--- src/rtl/vmicro16_core_ctrl.sv ---
// ----------------------------------------------------------------------------
// vmicro16_core_ctrl
//
// Multi-cycle sequencer for the vmicro16 core datapath. Owns the PC, the
// instruction register and the control state machine, and steps every
// instruction through FETCH -> FWAIT -> EXEC -> [MEM -> [MWAIT]] -> [WB].
//
// Ports
//   clk, reset          clock, synchronous active-high reset
//   imem_addr/rdata     instruction BRAM (address = pc, 1-cycle read latency)
//   instr               latched instruction, drives the external decoder
//   dec_*               decoder flags for the latched instruction
//   br_taken/br_target  branch resolution from the datapath
//   alu_c               ALU result (captured in EXEC)
//   rd_data             register-file read of rd (store data)
//   mem_*               scratch-memory request/grant port
//   reg_we/ws/wd        register-file write port
//   pc, halted, state   status / debug
// ----------------------------------------------------------------------------
module vmicro16_core_ctrl #(
    parameter int                  PC_WIDTH     = 16,
    parameter int                  DATA_WIDTH   = 16,
    parameter int                  REG_SEL_BITS = 3,
    parameter logic [PC_WIDTH-1:0] RESET_PC     = '0
) (
    input  logic                    clk,
    input  logic                    reset,

    output logic [PC_WIDTH-1:0]     imem_addr,
    input  logic [DATA_WIDTH-1:0]   imem_rdata,
    output logic [DATA_WIDTH-1:0]   instr,

    input  logic                    dec_has_we,
    input  logic                    dec_has_mem,
    input  logic                    dec_has_mem_we,
    input  logic                    dec_has_br,
    input  logic                    dec_halt,
    input  logic                    br_taken,
    input  logic [PC_WIDTH-1:0]     br_target,
    input  logic [DATA_WIDTH-1:0]   alu_c,
    input  logic [DATA_WIDTH-1:0]   rd_data,

    output logic                    mem_req,
    output logic                    mem_we,
    output logic [DATA_WIDTH-1:0]   mem_addr,
    output logic [DATA_WIDTH-1:0]   mem_wdata,
    input  logic                    mem_gnt,
    input  logic [DATA_WIDTH-1:0]   mem_rdata,

    output logic                    reg_we,
    output logic [REG_SEL_BITS-1:0] reg_ws,
    output logic [DATA_WIDTH-1:0]   reg_wd,

    output logic [PC_WIDTH-1:0]     pc,
    output logic                    halted,
    output logic [2:0]              state
);

    typedef enum logic [2:0] {
        S_FETCH = 3'd0,
        S_FWAIT = 3'd1,
        S_EXEC  = 3'd2,
        S_MEM   = 3'd3,
        S_MWAIT = 3'd4,
        S_WB    = 3'd5,
        S_HALT  = 3'd6
    } state_t;

    state_t                  r_state;
    logic [PC_WIDTH-1:0]     r_pc;
    logic [DATA_WIDTH-1:0]   r_instr;
    logic [DATA_WIDTH-1:0]   r_result;
    logic [DATA_WIDTH-1:0]   r_load;
    logic                    r_is_load;
    logic                    r_mem_req;
    logic                    r_mem_we;
    logic [DATA_WIDTH-1:0]   r_mem_wdata;
    logic                    r_reg_we;
    logic                    r_halted;

    // NOTE: every register here is updated with <= so all of them sample the
    // pre-edge values of each other; a blocking = would let later statements
    // see this cycle's new state and silently reorder the pipeline.
    always_ff @(posedge clk) begin
        if (reset) begin
            r_state     <= S_FETCH;
            r_pc        <= RESET_PC;
            r_instr     <= '0;
            r_result    <= '0;
            r_load      <= '0;
            r_is_load   <= 1'b0;
            r_mem_req   <= 1'b0;
            r_mem_we    <= 1'b0;
            r_mem_wdata <= '0;
            r_reg_we    <= 1'b0;
            r_halted    <= 1'b0;
        end else begin
            case (r_state)
                // imem_addr already shows pc; the BRAM registers it this edge.
                S_FETCH: r_state <= S_FWAIT;

                S_FWAIT: begin
                    r_instr <= imem_rdata;
                    r_state <= S_EXEC;
                end

                S_EXEC: begin
                    r_result <= alu_c;
                    if (dec_halt) begin
                        // PC stays on the HALT itself.
                        r_state  <= S_HALT;
                        r_halted <= 1'b1;
                    end else begin
                        // Natural overflow of the add gives the modulo wrap.
                        r_pc      <= (dec_has_br && br_taken) ? br_target
                                                              : r_pc + PC_WIDTH'(1);
                        r_is_load <= dec_has_mem && !dec_has_mem_we;
                        if (dec_has_mem) begin
                            // Request fields are captured once here so they
                            // stay stable however long the grant takes.
                            r_state     <= S_MEM;
                            r_mem_req   <= 1'b1;
                            r_mem_we    <= dec_has_mem_we;
                            r_mem_wdata <= rd_data;
                        end else if (dec_has_we) begin
                            r_state  <= S_WB;
                            r_reg_we <= 1'b1;
                        end else begin
                            r_state <= S_FETCH;
                        end
                    end
                end

                S_MEM: begin
                    if (mem_gnt) begin
                        r_mem_req <= 1'b0;
                        r_mem_we  <= 1'b0;
                        r_state   <= r_is_load ? S_MWAIT : S_FETCH;
                    end
                end

                S_MWAIT: begin
                    r_load   <= mem_rdata;
                    r_reg_we <= 1'b1;
                    r_state  <= S_WB;
                end

                S_WB: begin
                    r_reg_we <= 1'b0;
                    r_state  <= S_FETCH;
                end

                S_HALT: r_state <= S_HALT;

                default: r_state <= S_FETCH;
            endcase
        end
    end

    assign imem_addr = r_pc;
    assign pc        = r_pc;
    assign instr     = r_instr;
    assign state     = r_state;
    assign halted    = r_halted;

    assign mem_req   = r_mem_req;
    assign mem_we    = r_mem_we;
    assign mem_addr  = r_result;
    assign mem_wdata = r_mem_wdata;

    assign reg_we    = r_reg_we;
    assign reg_ws    = r_instr[8 +: REG_SEL_BITS];
    assign reg_wd    = r_is_load ? r_load : r_result;

endmodule

--- config.mk ---
export PLATFORM = sky130hd
export DESIGN_NAME = vmicro16_core_ctrl
export DESIGN_NICKNAME = d
export VERILOG_FILES = /design/src/rtl/vmicro16_core_ctrl.sv
export SDC_FILE = /design/constraint.sdc
export NUM_CORES = 1
export LEC_CHECK = 0
export ABC_AREA = 1
export ABC_CLOCK_PERIOD_IN_PS = 1400
export BUFFER_PORTS_ARGS = -buffer_cell sky130_fd_sc_hd__buf_2
export CELL_PAD_IN_SITES_DETAIL_PLACEMENT = 1
export CELL_PAD_IN_SITES_GLOBAL_PLACEMENT = 1
export CORE_MARGIN = 2
export CORE_UTILIZATION = 28
export DETAILED_ROUTE_END_ITERATION = 7
export PLACE_DENSITY = 0.81
export REMOVE_ABC_BUFFERS = 1
export SYNTH_ARGS = -nofsm -noshare
export SYNTH_HDL_FRONTEND = slang
export SYNTH_SLANG_ARGS = --single-unit
--- constraint.sdc ---
create_clock -name clk -period 1.4 [get_ports clk]
set_clock_uncertainty 0.15 [all_clocks]
set_input_delay 0.28 -clock clk [delete_from_list [all_inputs] [get_ports clk]]
set_output_delay 0.28 -clock clk [all_outputs]
set_load 0.005 [all_outputs]
==> out/results.tsv <==
metric	value	unit
#FFs+latches synth	88	
Total GRT Usage	0.196	
CTS clk-pin slew, worst paths	0.07	ns
worst path required time	1.48	ns
period utilisation layout	1.19	
crit path max-delay cell type	dfxtp_4	
H-Tree Level Count	3	
Min-Delay Path Depth	3	
R2R setup slack	-0.27	ns
WHS Endpoint	instr[14]	
status	finished, violations left	
Distinct cells, synth	32	
CP Capture Type	flip-flop	
Compound-Gate Fraction of Synth Area	0.183	
core box area	13800	sq um
cell mode on critical path	nand2_1	
PD cells	1070	nW/um^2
synth warn	0	
Clock Latency Late Sink	0.35	ns
CP startpoint kind	flip-flop	
slew margin rel.	0.752	
Area growth syn-to-layout	82.5	%
root buffer cell	clkbuf_16	
gpl congestion	0.789	
PortBufs	194	
Cell Chain, Critical Path	ha_4, nand2_4, nor2_4, nand2_2, nor2_1, nand2_1, nand2_1, nand2_1, nand2_1, a21oi_1	
I/O Pins	195	
number of remaining DRC errors	0	
TritonCTS clock tree	built	
unrepaired setup endpoints after global routing	yes	
vias per cell	4.98	
Tot Pwr	7.69	mW
CTS Buf Count	9	
grt ovf	0	
CP arrival	1.74	ns
Cell Area, Placed	5450	sq um
clock sink count	88	
row count	43	
initial antenna violation count	1	
register area share after synthesis	0.446	
max-cap violations	0	
CP max stage delay	0.39	ns
time the worst path needs with I/O delays and setup	1.67	ns
first-pass GRT wire length	23300	um
Vias	5028	
Starting Density	0.286	
HP Class	in2reg	
DR WL/cell	18.2	um
Synth Area in Adders	0.00317	
fmax	600	MHz
CP Class	reg2reg	
Die X	123	um
P_leak	3.34	nW
ratio of cells with drive above 1 in the final layout	0.587	
critical path fanouts, max	4	
# setup viols final	49	
Hold WS	-0.00300	ns
clk buf depth	2	
cells after synthesis	570	
number of global-route vias before repair	4710	
post-route cell area	7210	sq um
Detail Placement HPWL	9960	um
pin count of the biggest net entering global routing	39	
Simple-Gate Fraction of Synth Area	0.259	
FF-to-FF Start	imem_addr[0]	
DR iter-0 viols	269	
syn_area_per_cell	6.93	sq um
largest family of logic cells by synthesized area	simple AND/OR/NAND/NOR gates	
die area	15100	sq um
Final WS setup	-0.266	ns
final slew viol count	0	
failing checks	hold timing, setup timing	
R2R depth	10	
xor/xnor share of the synthesized area	0	
1st-pass router iterations	5	
ANT nets after route	0	
ant diodes	0	
DRT Wirelength	18300	um
Final nets	914	
Filler cells	1681	
mux contribution to synthesized area	0	
HP Start	imem_rdata[14]	
RR Endpoint	imem_addr[10]	
Max VDD drop	0.821	mV
Die Y	123	um
Worst Max-Slew Pin Slew	0.371	ns
cell area after synthesis	3950	sq um
Final Hold Vio Count	2	
layout make-up:
class / count / area (sq um) / area share
clock buffers: 14 / 274 / 0.0380
clock inverters: 2 / 60.1 / 0.00833
inverters: 45 / 201 / 0.0279
multi-input cells: 391 / 2490 / 0.346
flip-flops and latches: 88 / 1810 / 0.251
well taps: 180 / 225 / 0.0312
repair buffers: 289 / 2140 / 0.298
registers in the layout, summed over array words and instances (netlist names):
name / flops
mem_req: 1
reg_we: 1
state: 3
mem_addr: 16
mem_wdata: 16
r_is_load: 1
instr: 16
halted: 1
imem_addr: 16
r_load: 16
mem_we: 1
cell usage after synthesis:
cell type,instances,share of area
nand4_1,4,0.0063
nand3_1,18,0.023
buf_6,1,0.0029
nor2_2,1,0.0016
inv_2,2,0.0019
nand2_1,82,0.078
a21oi_1,37,0.047
dfxtp_1,88,0.45
nor3_2,1,0.0025
inv_4,1,0.0016
buf_2,1,0.0013
nand2_4,2,0.0057
a41oi_1,1,0.0022
or2_0,1,0.0016
nor2_1,130,0.12
ha_1,1,0.0032
o211ai_1,1,0.0019
nand3b_1,1,0.0019
a31oi_1,4,0.0063
nor2_4,1,0.0029
or2_2,3,0.0048
nor3_1,3,0.0038
clkinv_2,1,0.0013
o21ai_1,2,0.0025
o21bai_1,1,0.0019
nand2_2,1,0.0016
nor3b_1,1,0.0019
clkbuf_1,24,0.023
buf_4,20,0.038
o21ai_0,93,0.12
a211oi_1,2,0.0038
inv_1,41,0.039
per-stage QoR:
step / hold slack [ns] / util / setup TNS, ns / setup slack, ns / std cells
after floorplan: 0.199 / - / -13.21 / -0.287 / 524
after global placement: 0.299 / 0.394 / -0.645 / -0.117 / 959
after detailed placement: 0.305 / 0.394 / -1.85 / -0.196 / 959
after CTS: 0.0000323 / 0.450 / -3.80 / -0.222 / 986
after global routing: 0.00179 / 0.521 / -11.01 / -0.357 / 1009
final: -0.00300 / 0.521 / -6.63 / -0.266 / 1009
cell usage in the layout (no fill, tap or decap), types with 12 or more instances in the layout:
| master | instances |
|---|---|
| a21oi_1 | 25 |
| a21oi_2 | 12 |
| buf_2 | 183 |
| buf_4 | 41 |
| buf_6 | 40 |
| clkbuf_16 | 13 |
| dfxtp_1 | 71 |
| inv_1 | 35 |
| nand2_1 | 49 |
| nand2_2 | 25 |
| nor2_1 | 84 |
| nor2_2 | 19 |
| nor2_4 | 29 |
| o21ai_0 | 21 |
| o21ai_1 | 28 |
| o21ai_2 | 45 |
what timing repair did:
item                       in CTS  in global routing
hold buffers                    5                  0
setup endpoints to repair      88                119
hold endpoints to repair        5                  0
gates cloned                    2                  5
pin swaps                      13                 65
buffers inserted                4                 20
resized for setup             124                243
cell families after synthesis:
logic type,after synthesis
buffers and inverters,91
and+or+nand+nor,249
AOI/OAI and AO/OA,141
DFF,88
adders and majority gates,1
routing by layer:
layer / share of wire / global-route usage / wire (um)
met5: 0.00071 / 0 / 13
met4: 0.034 / 0.0338 / 621
met3: 0.066 / 0.0576 / 1210
met2: 0.52 / 0.358 / 9550
met1: 0.38 / 0.228 / 6930
critical path: cells and delay by family (launching register included):
family | cells | cell delay, ns
simple gates | 8 | 0.74
flops | 1 | 0.39
fa+ha+maj | 1 | 0.18
compound gates | 1 | 0.08
power by group:
group	internal [mW]	total, mW	switching, mW
sequential	2.75	2.93	0.180
combinational	0.961	1.99	1.03
clock	1.71	2.76	1.05
total	5.43	7.69	2.26
worst max-delay path by stage:
stage                     depth (start not counted)             to    startpoint
after floorplan                                   7   imem_addr[6]    dec_has_br
after global placement                           10  imem_addr[10]  imem_addr[0]
after detailed placement                         10  imem_addr[10]  imem_addr[1]
after CTS                                         4      reg_wd[5]     r_is_load
after global routing                              9  imem_addr[10]  imem_addr[0]
final                                            10  imem_addr[10]  imem_addr[0]
(Power assumes the default switching activity.)
